## src/rtl/serial_subtractor.sv

```systemverilog
// Bit-serial subtractor: diff = a - b, LSB first, one bit per clock, start/busy/done handshake.
// Define SERIAL_SUB_OVF_EN to add the signed-overflow output ovf.
module serial_subtractor #(
    parameter int WIDTH = 4
) (
    input  logic             clk,
    input  logic             rst,
    input  logic             start,
    input  logic [WIDTH-1:0] a,
    input  logic [WIDTH-1:0] b,
    output logic             busy,
    output logic             done,
    output logic [WIDTH-1:0] diff,
`ifdef SERIAL_SUB_OVF_EN
    output logic             borrow,
    output logic             ovf
`else
    output logic             borrow
`endif
);

    localparam int CW = $clog2(WIDTH) + 1;
    localparam logic [CW-1:0] LAST_CNT = CW'(WIDTH - 1);

    typedef enum logic [1:0] {
        IDLE,
        SHIFT,
        DONE
    } stateT;

    stateT            r_state;
    stateT            w_nextState;

    logic [WIDTH-1:0] r_aSh;
    logic [WIDTH-1:0] r_bSh;
    logic [WIDTH-1:0] r_res;
    logic [WIDTH-1:0] r_diff;
    logic [CW-1:0]    r_cnt;
    logic             r_br;
    logic             r_borrow;

    logic             w_bit;
    logic             w_brNext;
    logic             w_lastBit;
    logic [WIDTH-1:0] w_resNext;

    // One full-subtractor slice, reused on every SHIFT cycle.
    assign w_bit     = r_aSh[0] ^ r_bSh[0] ^ r_br;
    assign w_brNext  = (~r_aSh[0] & r_bSh[0]) | (~(r_aSh[0] ^ r_bSh[0]) & r_br);
    assign w_lastBit = (r_cnt == LAST_CNT);
    assign w_resNext = {w_bit, r_res[WIDTH-1:1]};

    always_ff @(posedge clk or posedge rst) begin
        if (rst) begin
            r_state <= IDLE;
        end else begin
            r_state <= w_nextState;
        end
    end

    always_comb begin
        w_nextState = r_state;
        busy        = 1'b0;
        done        = 1'b0;
        case (r_state)
            IDLE: begin
                if (start) begin
                    w_nextState = SHIFT;
                end
            end
            SHIFT: begin
                busy = 1'b1;
                if (w_lastBit) begin
                    w_nextState = DONE;
                end
            end
            DONE: begin
                done        = 1'b1;
                w_nextState = IDLE;
            end
            default: begin
                w_nextState = IDLE;
            end
        endcase
    end

    // Visible results are written only on the final SHIFT edge, so they hold across operations.
    always_ff @(posedge clk or posedge rst) begin
        if (rst) begin
            r_aSh    <= '0;
            r_bSh    <= '0;
            r_res    <= '0;
            r_diff   <= '0;
            r_cnt    <= '0;
            r_br     <= 1'b0;
            r_borrow <= 1'b0;
        end else if (r_state == IDLE) begin
            if (start) begin
                r_aSh <= a;
                r_bSh <= b;
                r_br  <= 1'b0;
                r_cnt <= '0;
            end
        end else if (r_state == SHIFT) begin
            r_aSh <= r_aSh >> 1;
            r_bSh <= r_bSh >> 1;
            r_br  <= w_brNext;
            r_res <= w_resNext;
            r_cnt <= r_cnt + CW'(1);
            if (w_lastBit) begin
                r_diff   <= w_resNext;
                r_borrow <= w_brNext;
            end
        end
    end

    assign diff   = r_diff;
    assign borrow = r_borrow;

`ifdef SERIAL_SUB_OVF_EN
    logic [1:0] r_msbs;
    logic       r_ovf;

    // Operand sign bits are kept aside because the shift registers lose them early.
    always_ff @(posedge clk or posedge rst) begin
        if (rst) begin
            r_msbs <= 2'b00;
            r_ovf  <= 1'b0;
        end else if (r_state == IDLE) begin
            if (start) begin
                r_msbs <= {a[WIDTH-1], b[WIDTH-1]};
            end
        end else if (r_state == SHIFT && w_lastBit) begin
            r_ovf <= (r_msbs[1] != r_msbs[0]) && (w_bit != r_msbs[1]);
        end
    end

    assign ovf = r_ovf;
`endif

endmodule

```

## config.mk

```make
export PLATFORM = sky130hd
export DESIGN_NAME = serial_subtractor
export DESIGN_NICKNAME = d
export VERILOG_FILES = /design/src/rtl/serial_subtractor.sv
export SDC_FILE = /design/constraint.sdc
export NUM_CORES = 1
export LEC_CHECK = 0
export CORE_MARGIN = 4
export CORE_UTILIZATION = 35
export DETAILED_ROUTE_END_ITERATION = 12
export GPL_ROUTABILITY_DRIVEN = 0
export SLEW_MARGIN = 40
export SYNTH_ARGS = -nofsm -noshare
export SYNTH_HDL_FRONTEND = slang
export SYNTH_SLANG_ARGS = --single-unit
```

## constraint.sdc

```tcl
create_clock -name clk -period 4.5 [get_ports clk]
set_input_delay 0.45 -clock clk [delete_from_list [all_inputs] [get_ports clk]]
set_output_delay 0.45 -clock clk [all_outputs]
set_load 0.01 [all_outputs]
```

==> impl_metrics.py, run 1 <==
metrics = {
    "clock_network": {
        "cts_resized": 0,
        "clk_latency_ns": 0.30,
        "cts-root-buf": "clkbuf_4",
        "clock_path_buffers": 2,
        "htreeDepth": 1,
        "cts-buffers-inserted": 3,
        "cts.sinks": 22,
        "postCtsSetupBuffers": 0,
        "cts_tree": "yes",
        "clkTransAtPathRegs_ns": 0.12,
        "cts_hold_buffers": 0,
    },
    "logic_synthesis": {
        "seq_area_frac_synth_pct": 56.70,
        "avgSynthCellArea_um2": 11.42,
        "synth_warnings": 0,
        "synth_seq_cells": 22,
        "synthCells": 85,
        "yosysUniqueCellTypes": 20,
        "synth_nets": 99,
        "synth_area_um2": 970.9,
    },
    "die": {
        "die_x_um": 60.67,
        "start_util_pct": 37.82,
        "std_cell_rows": 18,
        "fp.coreArea_um2": 2567,
        "dieArea_um2": 3681,
        "io_pins": 18,
        "die_y_um": 60.67,
    },
    "drt": {
        "wl_per_cell_um": 12.95,
        "drt_wl_total_um": 1723,
        "drtAntennaViolNets": 0,
        "route.detailed.drc": 0,
        "vias": 672,
        "first_iter_violations": 28,
        "drt_first_pass_iters": 4,
        "vias_per_cell": 5.053,
    },
    "sta": {
        "min_period_ns": 2.221,
        "rsz0062_at_grt": "no",
        "fin_hold_ws_ns": 0.4526,
        "slew_headroom_pct": 66.90,
        "finalHoldViolCount": 0,
        "tightest_slew_ns": 0.4955,
        "timing.final.ws_setup_ns": 2.279,
        "fin_worst_skew_ns": 0.005556,
        "tns_ns": 0,
        "setup_viol": 0,
        "slew_violations": 0,
        "post-route-period-util_pct": 49.35,
        "fmax_mhz": 450.3,
    },
    "critical_path": {
        "crit_type": "flop to primary output",
        "end_kind": "primary output",
        "cp_max_fo": 13,
        "reg2reg_depth": 4,
        "crit_path_top_delay_cell": "clkdlybuf4s50_1",
        "worstPathRequired_ns": 4.05,
        "critical_path.top_delay_family": "buffers and inverters",
        "cpPeakStageDelay_ns": 0.54,
        "crit_chain": "nand2b_2, inv_1, clkdlybuf4s50_1",
        "worst_setup_path_start_kind": "flop",
        "worst-path-buf-inv": 2,
        "arrival_ns": 1.77,
        "cp.depth": 3,
    },
    "placed_design": {
        "dp_slack_ns": 2.627,
        "hpwl_um": 1296,
        "placed_area_um2": 1151,
        "numPortBuffers": 17,
    },
    "power_and_ir_drop": {
        "powerDensity_nw_per_um2": 702.6,
        "ir_drop_uv": 296.7,
        "power_mw": 0.8457,
        "leakagePower_nw": 0.5251,
    },
    "grt": {
        "grt_overflow": 0,
        "grt_pass1_vias": 688,
        "grt_pass1_wl_um": 2987,
        "grt_max_degree": 23,
        "antenna_found_initial": 0,
        "gr-usage-all-layers_pct": 10.77,
    },
    "cells_and_area": {
        "final_area_um2": 1204,
        "nNetsFinal": 118,
        "syn_to_final_growth_pct": 23.97,
        "drive_above_1_share_pct": 14.56,
        "antenna_cells": 0,
    },
    "run": {
        "cap_violations": 0,
    },
    "outcome": {
        "status": "finished clean",
    },
    "hold_path": {
        "hold_class": "input port to async pin",
    },
}
-- per-layer routing --
metal,track usage [%],share of wire (%),vias up
met2,16.03,48,13
met5,0,0,-
met3,2.128,5.2,2
li1,-,-,332
met4,4.644,0.70,0
met1,15.26,46,325
-- cell usage in the layout, fill, tap and decap left out --
cell / count
inv_2: 1
nand2b_2: 1
nand2b_1: 1
dfrtp_1: 22
o21ai_2: 1
mux2_2: 7
or4b_4: 1
nor2_1: 2
clkdlybuf4s50_1: 17
o21bai_1: 1
ha_1: 2
a22o_1: 1
a21oi_1: 7
bufinv_16: 1
fa_1: 1
clkbuf_4: 3
nor2b_1: 1
nand2_1: 6
o21ai_0: 8
inv_1: 8
o22ai_1: 10
nand3b_1: 1
-- power by group --
group          switching [mW]  internal (mW)
logic                   0.156          0.183
registers              0.0681          0.292
clock network          0.0571         0.0899
total                   0.281          0.565
-- through the flow --
step	std cells	utilization [%]
after floorplan	85	-
after global placement	129	44.83
after detailed placement	129	44.83
after CTS	133	46.88
after global routing	133	46.88
final	133	46.88
-- worst paths after layout --
path | slack [ns] | to | startpoint
min | 0.45 | diff[1]$_DFFE_PP0P_ | rst
min in group clk | 0.49 | r_cnt[2]$_DFFE_PP0P_ | r_cnt[2]$_DFFE_PP0P_
max in group asynchronous | 3.73 | r_br$_DFFE_PP0P_ | rst
max reg2reg | 2.94 | diff[2]$_DFFE_PP0P_ | r_cnt[0]$_DFFE_PP0P_
min reg2reg | 0.49 | r_cnt[2]$_DFFE_PP0P_ | r_cnt[2]$_DFFE_PP0P_
max | 2.28 | busy | r_state[1]$_DFFE_PP0P_
-- sequential cells by signal, summed over array words and instances (netlist names) --
name	cells
borrow	1
diff	4
r_aSh	4
r_bSh	4
r_br	1
r_cnt	3
r_res	3
r_state	2
-- synth_stat cells (all sizes together) --
| master | count | share of area [%] |
|---|---|---|
| dfrtp | 22 | 57 |
| o22ai | 10 | 6.4 |
| inv | 9 | 3.5 |
| o21ai | 9 | 5.0 |
| a21oi | 7 | 3.6 |
| mux2 | 7 | 8.1 |
| nand2 | 6 | 2.3 |
| buf | 3 | 2.8 |
| ha | 2 | 2.6 |
| nand2b | 2 | 1.5 |
| nor2 | 2 | 0.77 |
| a22o | 1 | 0.90 |
| fa | 1 | 2.1 |
| nand3b | 1 | 0.77 |
| nor2b | 1 | 0.64 |
| o21bai | 1 | 0.77 |
| or4b | 1 | 1.4 |
-- cell families (layout without fill, tap and decap cells) --
group	after synthesis	count (layout)	share of synthesized area, %
muxes	7	7	8.119
AOI/OAI and AO/OA	28	28	16.75
buffers and inverters	12	30	6.314
and+or+nand+nor	13	13	7.475
adders and majority gates	3	3	4.639
DFF	22	22	56.70
-- layout make-up --
type | count | area, um2
clock buffers | 3 | 22.52
clock inverters | 1 | 30.03
fillers | 264 | 1364
inverters | 9 | 33.78
multi-input cells | 51 | 359.1
flip-flops and latches | 22 | 550.5
well taps | 30 | 37.54
repair buffers | 17 | 170.2
Note: power is estimated with default switching activity, not from simulation.
==> run 2: changes to the inputs <==
==> constraint.sdc (replaced) <==
create_clock -name clk -period 1.83 [get_ports clk]
set_input_delay 0.183 -clock clk [delete_from_list [all_inputs] [get_ports clk]]
set_output_delay 0.183 -clock clk [all_outputs]
set_load 0.01 [all_outputs]
==> impl_metrics.py, run 2 (synthesis gave the netlist of run 1 again) <==
metrics = {
    "sta": {
        "min_period_ns": 1.670,
        "fin_worst_skew_ns": 0.002440,
        "finalHoldViolCount": 0,
        "setup_viol": 0,
        "fin_hold_ws_ns": 0.1974,
        "slew_headroom_pct": 72.45,
        "post-route-period-util_pct": 91.25,
        "slew_violations": 0,
        "tns_ns": 0,
        "timing.final.ws_setup_ns": 0.1601,
        "fmax_mhz": 598.9,
        "tightest_slew_ns": 0.4125,
        "rsz0062_at_grt": "no",
    },
    "clock_network": {
        "cts.sinks": 22,
        "cts-buffers-inserted": 3,
        "htreeDepth": 1,
        "cts_hold_buffers": 0,
        "clock_path_buffers": 2,
        "cts_tree": "yes",
        "clk_latency_ns": 0.30,
        "clkTransAtPathRegs_ns": 0.11,
        "cts-root-buf": "clkbuf_4",
    },
    "cells_and_area": {
        "final_common_cell": "dfrtp_1",
        "antenna_cells": 0,
        "nNetsFinal": 123,
        "layout_common_cells": "dfrtp_1, clkdlybuf4s50_1, o22ai_1",
        "syn_to_final_growth_pct": 26.68,
        "drive_above_1_share_pct": 19.44,
        "utilization_pct": 47.90,
        "layout.cells.non_filler": 138,
    },
    "placed_design": {
        "dp_slack_ns": 0.2577,
        "numPortBuffers": 17,
        "hpwl_um": 1359,
        "dp_cells": 132,
    },
    "grt": {
        "grt_util_met2_pct": 17.71,
        "grt_use_met1_pct": 13.96,
        "grt_max_degree": 23,
        "grt.busiest_layer": "met2",
        "grt_overflow": 0,
        "grt_pass1_vias": 705,
        "gr-usage-all-layers_pct": 10.91,
        "grt_util_met3_pct": 3.830,
        "grt_pass1_wl_um": 3015,
        "antenna_found_initial": 0,
    },
    "drt": {
        "wl_per_cell_um": 13.38,
        "drt_first_pass_iters": 4,
        "route.detailed.drc": 0,
        "vias": 706,
        "first_iter_violations": 24,
        "drt_wl_total_um": 1846,
        "vias_per_cell": 5.116,
        "drtAntennaViolNets": 0,
    },
    "run": {
        "cap_violations": 0,
    },
    "die": {
        "io_pins": 18,
        "dieArea_um2": 3681,
        "std_cell_rows": 18,
        "die_y_um": 60.67,
        "die_x_um": 60.67,
        "start_util_pct": 37.82,
        "fp.coreArea_um2": 2567,
    },
    "critical_path": {
        "crit_path_top_delay_cell": "clkdlybuf4s50_1",
        "arrival_ns": 1.49,
        "r2r_setup_slack_ns": 0.26,
        "critical_path.top_delay_family": "buffers and inverters",
        "reg2reg_depth": 4,
        "worst_setup_path_start_kind": "flop",
        "crit_chain": "inv_1, nor2_1, clkdlybuf4s50_1",
        "cp_max_fo": 7,
        "reg2reg_from": "r_cnt[0]$_DFFE_PP0P_",
        "crit_type": "flop to primary output",
        "cp.depth": 3,
        "end_kind": "primary output",
        "worst-path-buf-inv": 2,
        "reg2reg_to": "diff[1]$_DFFE_PP0P_",
        "worstPathRequired_ns": 1.65,
        "cpPeakStageDelay_ns": 0.54,
    },
    "hold_path": {
        "hold_class": "input port to async pin",
    },
    "power_and_ir_drop": {
        "leakagePower_nw": 0.5481,
        "ir_drop_uv": 812.6,
        "powerDensity_nw_per_um2": 1650,
    },
    "outcome": {
        "status": "finished clean",
    },
}
## run 2: worst max path at each step
stage                                 from             endpoint  slack [ns]
floorplan             r_cnt[0]$_DFFE_PP0P_  diff[0]$_DFFE_PP0P_        0.41
global placement      r_cnt[0]$_DFFE_PP0P_  diff[1]$_DFFE_PP0P_        0.27
detailed placement    r_cnt[0]$_DFFE_PP0P_  diff[1]$_DFFE_PP0P_        0.26
CTS                 r_state[1]$_DFFE_PP0P_                 busy        0.02
global route        r_state[1]$_DFFE_PP0P_                 done        0.05
finish              r_state[1]$_DFFE_PP0P_                 done        0.16
## run 2: per-stage QoR
stage / cell area (um2) / power, mW
after global placement: 1174 / 1.746
after CTS: 1210 / 2.046
final: 1230 / 2.029
after global routing: 1230 / 2.203
after floorplan: 970.9 / 1.470
after detailed placement: 1174 / 1.771
## run 2: final cells by class
cell class / instances / area, um2
fillers: 258 / 1338
flip-flops and latches: 22 / 553.0
multi-input cells: 51 / 359.1
repair buffers: 22 / 210.2
well taps: 30 / 37.54
clock buffers: 4 / 36.28
inverters: 9 / 33.78
## run 2: timing repair
item,4_1_cts,5_1_grt
buffers inserted,0,2
resized for setup,0,3
setup endpoints to repair,0,2
## run 2: worst reg2reg max path: cells and delay by family, from the launching register on
kind                       cells  cell delay [ns]
muxes                          1             0.38
and+or+nand+nor                1             0.28
DFF                            1             0.41
adders and majority gates      2             0.40
## run 2: metal layers
layer	vias up	wire [um]
met5	-	0
met4	0	20
met3	5	87
met2	17	843
met1	337	895
li1	347	-
## run 2: report_power, final
part | switching [mW] | internal [mW]
Clock | 0.142 | 0.121
Combinational | 0.400 | 0.481
Sequential | 0.163 | 0.721
Total | 0.705 | 1.32
==> run 3: changes to the inputs <==
--- a/config.mk
+++ b/config.mk
@@ -6,9 +6,11 @@
 export NUM_CORES = 1
 export LEC_CHECK = 0
 export CORE_MARGIN = 4
-export CORE_UTILIZATION = 35
+export CORE_UTILIZATION = 45
 export DETAILED_ROUTE_END_ITERATION = 12
 export GPL_ROUTABILITY_DRIVEN = 0
+export HOLD_SLACK_MARGIN = 0.02
+export PLACE_DENSITY = 0.73
 export SLEW_MARGIN = 40
 export SYNTH_ARGS = -nofsm -noshare
 export SYNTH_HDL_FRONTEND = slang
==> impl_metrics.py, run 3 (synthesis gave the netlist of run 1 again) <==
metrics = {
    "outcome": {
        "status": "finished clean",
    },
    "cells_and_area": {
        "drive_above_1_share_pct": 19.44,
        "antenna_cells": 0,
        "nNetsFinal": 123,
        "syn_to_final_growth_pct": 27.96,
        "layout.cells.non_filler": 135,
        "layout_common_cells": "dfrtp_1, clkdlybuf4s50_1, o22ai_1",
        "final_common_cell": "dfrtp_1",
    },
    "die": {
        "fp.coreArea_um2": 2002,
        "start_util_pct": 48.50,
        "dieArea_um2": 2965,
        "die_y_um": 54.45,
        "die_x_um": 54.45,
        "io_pins": 18,
        "std_cell_rows": 16,
    },
    "power_and_ir_drop": {
        "clock_power_share_pct": 17.4,
        "swShare_pct": 33.68,
        "power_mw": 2.149,
        "powerDensity_nw_per_um2": 1729,
        "p_switching_mw": 0.7236,
        "pwr-share-seq_pct": 41.6,
        "ir_drop_uv": 776.8,
        "internal_power_mw": 1.425,
        "leakagePower_nw": 0.5550,
        "p_comb_share_pct": 41.0,
    },
    "sta": {
        "rsz0062_at_grt": "no",
        "min_period_ns": 1.695,
        "tns_ns": 0,
        "finalHoldViolCount": 0,
        "slew_violations": 0,
        "post-route-period-util_pct": 92.62,
        "slew_headroom_pct": 69.65,
        "setup_viol": 0,
        "fin_hold_ws_ns": 0.1887,
        "fin_worst_skew_ns": 0.002691,
        "tightest_slew_ns": 0.4543,
        "fmax_mhz": 590.0,
    },
    "clock_network": {
        "cts_tree": "yes",
        "clkTransAtPathRegs_ns": 0.12,
        "cts-buffers-inserted": 3,
        "clock_path_buffers": 2,
        "cts-root-buf": "clkbuf_4",
        "clk_latency_ns": 0.31,
        "cts.sinks": 22,
        "cts_hold_buffers": 0,
        "htreeDepth": 1,
    },
    "critical_path": {
        "crit_type": "flop to primary output",
        "cp_max_fo": 6,
        "worstPathRequired_ns": 1.65,
        "arrival_ns": 1.51,
        "reg2reg_depth": 4,
        "end_kind": "primary output",
        "reg2reg_to": "diff[3]$_DFFE_PP0P_",
        "r2r_setup_slack_ns": 0.27,
        "worst_setup_path_start_kind": "flop",
        "reg2reg_from": "r_cnt[0]$_DFFE_PP0P_",
    },
    "grt": {
        "grt_pass1_vias": 693,
        "grt_overflow": 0,
        "gr-usage-all-layers_pct": 15.32,
        "grt_max_degree": 23,
        "grt_pass1_wl_um": 3029,
        "antenna_found_initial": 0,
    },
    "placed_design": {
        "hpwl_um": 1325,
        "dp_cells": 129,
        "numPortBuffers": 17,
    },
    "drt": {
        "vias_per_cell": 5.378,
        "first_iter_violations": 14,
        "drt_wl_total_um": 1893,
        "drtAntennaViolNets": 0,
        "route.detailed.drc": 0,
        "wl_per_cell_um": 14.02,
        "vias": 726,
        "drt_first_pass_iters": 4,
    },
    "hold_path": {
        "hold_class": "input port to async pin",
    },
    "run": {
        "cap_violations": 0,
    },
}
==> run 3: cell count changes in the layout (fill, tap and decap cells not counted) <==
cell and change:
bufinv_16 +1, clkbuf_8 -1
==> run 3: worst max-delay path by stage <==
| stage | startpoint | to | slack (ns) | cells past startpoint |
|---|---|---|---|---|
| after floorplan | r_cnt[0]$_DFFE_PP0P_ | diff[0]$_DFFE_PP0P_ | 0.41 | 4 |
| after global placement | r_cnt[0]$_DFFE_PP0P_ | diff[2]$_DFFE_PP0P_ | 0.35 | 4 |
| after detailed placement | r_cnt[0]$_DFFE_PP0P_ | diff[3]$_DFFE_PP0P_ | 0.28 | 4 |
| after CTS | r_state[1]$_DFFE_PP0P_ | busy | 0.02 | 3 |
| after global routing | r_state[1]$_DFFE_PP0P_ | done | 0.04 | 3 |
| final | r_state[1]$_DFFE_PP0P_ | done | 0.14 | 3 |
==> run 3: metrics by stage <==
step,cell area [um2],setup WS [ns],utilization (%)
2_1_floorplan,970.9,0.4118,-
3_3_place_gp,1170,0.3507,58.44
3_5_place_dp,1170,0.2754,58.44
4_1_cts,1224,0.01970,61.12
5_1_grt,1242,0.04013,62.06
6_report,1242,0.1351,62.06
==> run 3: what timing repair did <==
| action | 4_1_cts | 5_1_grt |
|---|---|---|
| setup endpoints to repair | 1 | 2 |
| gates resized for setup | 1 | 2 |
| buffers inserted | 0 | 2 |
==> run 3: power groups by stage <==
stage,sequential (mW),combinational [mW],clock [mW]
2_1_floorplan,0.867,0.603,0
3_3_place_gp,0.889,0.834,0
3_5_place_dp,0.906,0.861,0
4_1_cts,0.894,0.868,0.384
5_1_grt,0.923,0.985,0.405
6_report,0.894,0.881,0.374
==> run 3: layer usage <==
| layer | vias up | global-route usage [%] | routed length [um] |
|---|---|---|---|
| met5 | - | 0 | 0 |
| met4 | 0 | 13.69 | 63 |
| met1 | 358 | 18.88 | 816 |
| met2 | 19 | 22.91 | 949 |
| li1 | 344 | - | - |
| met3 | 5 | 2.452 | 64 |
==> run 3: area by class of cell <==
| cell class | count | area (um2) |
|---|---|---|
| fill | 170 | 759.5 |
| sequential | 22 | 553.0 |
| multi-input combinational | 51 | 359.1 |
| timing repair buffer | 22 | 210.2 |
| inverter | 9 | 33.78 |
| tap | 27 | 33.78 |
| clock inverter | 1 | 30.03 |
| clock buffer | 3 | 22.52 |
==> run 3: worst max-delay path, stage by stage (launching register included) <==
cell and delay (ns):
dfrtp_2 0.43, inv_1 0.13, nor2_1 0.10, clkdlybuf4s50_1 0.54
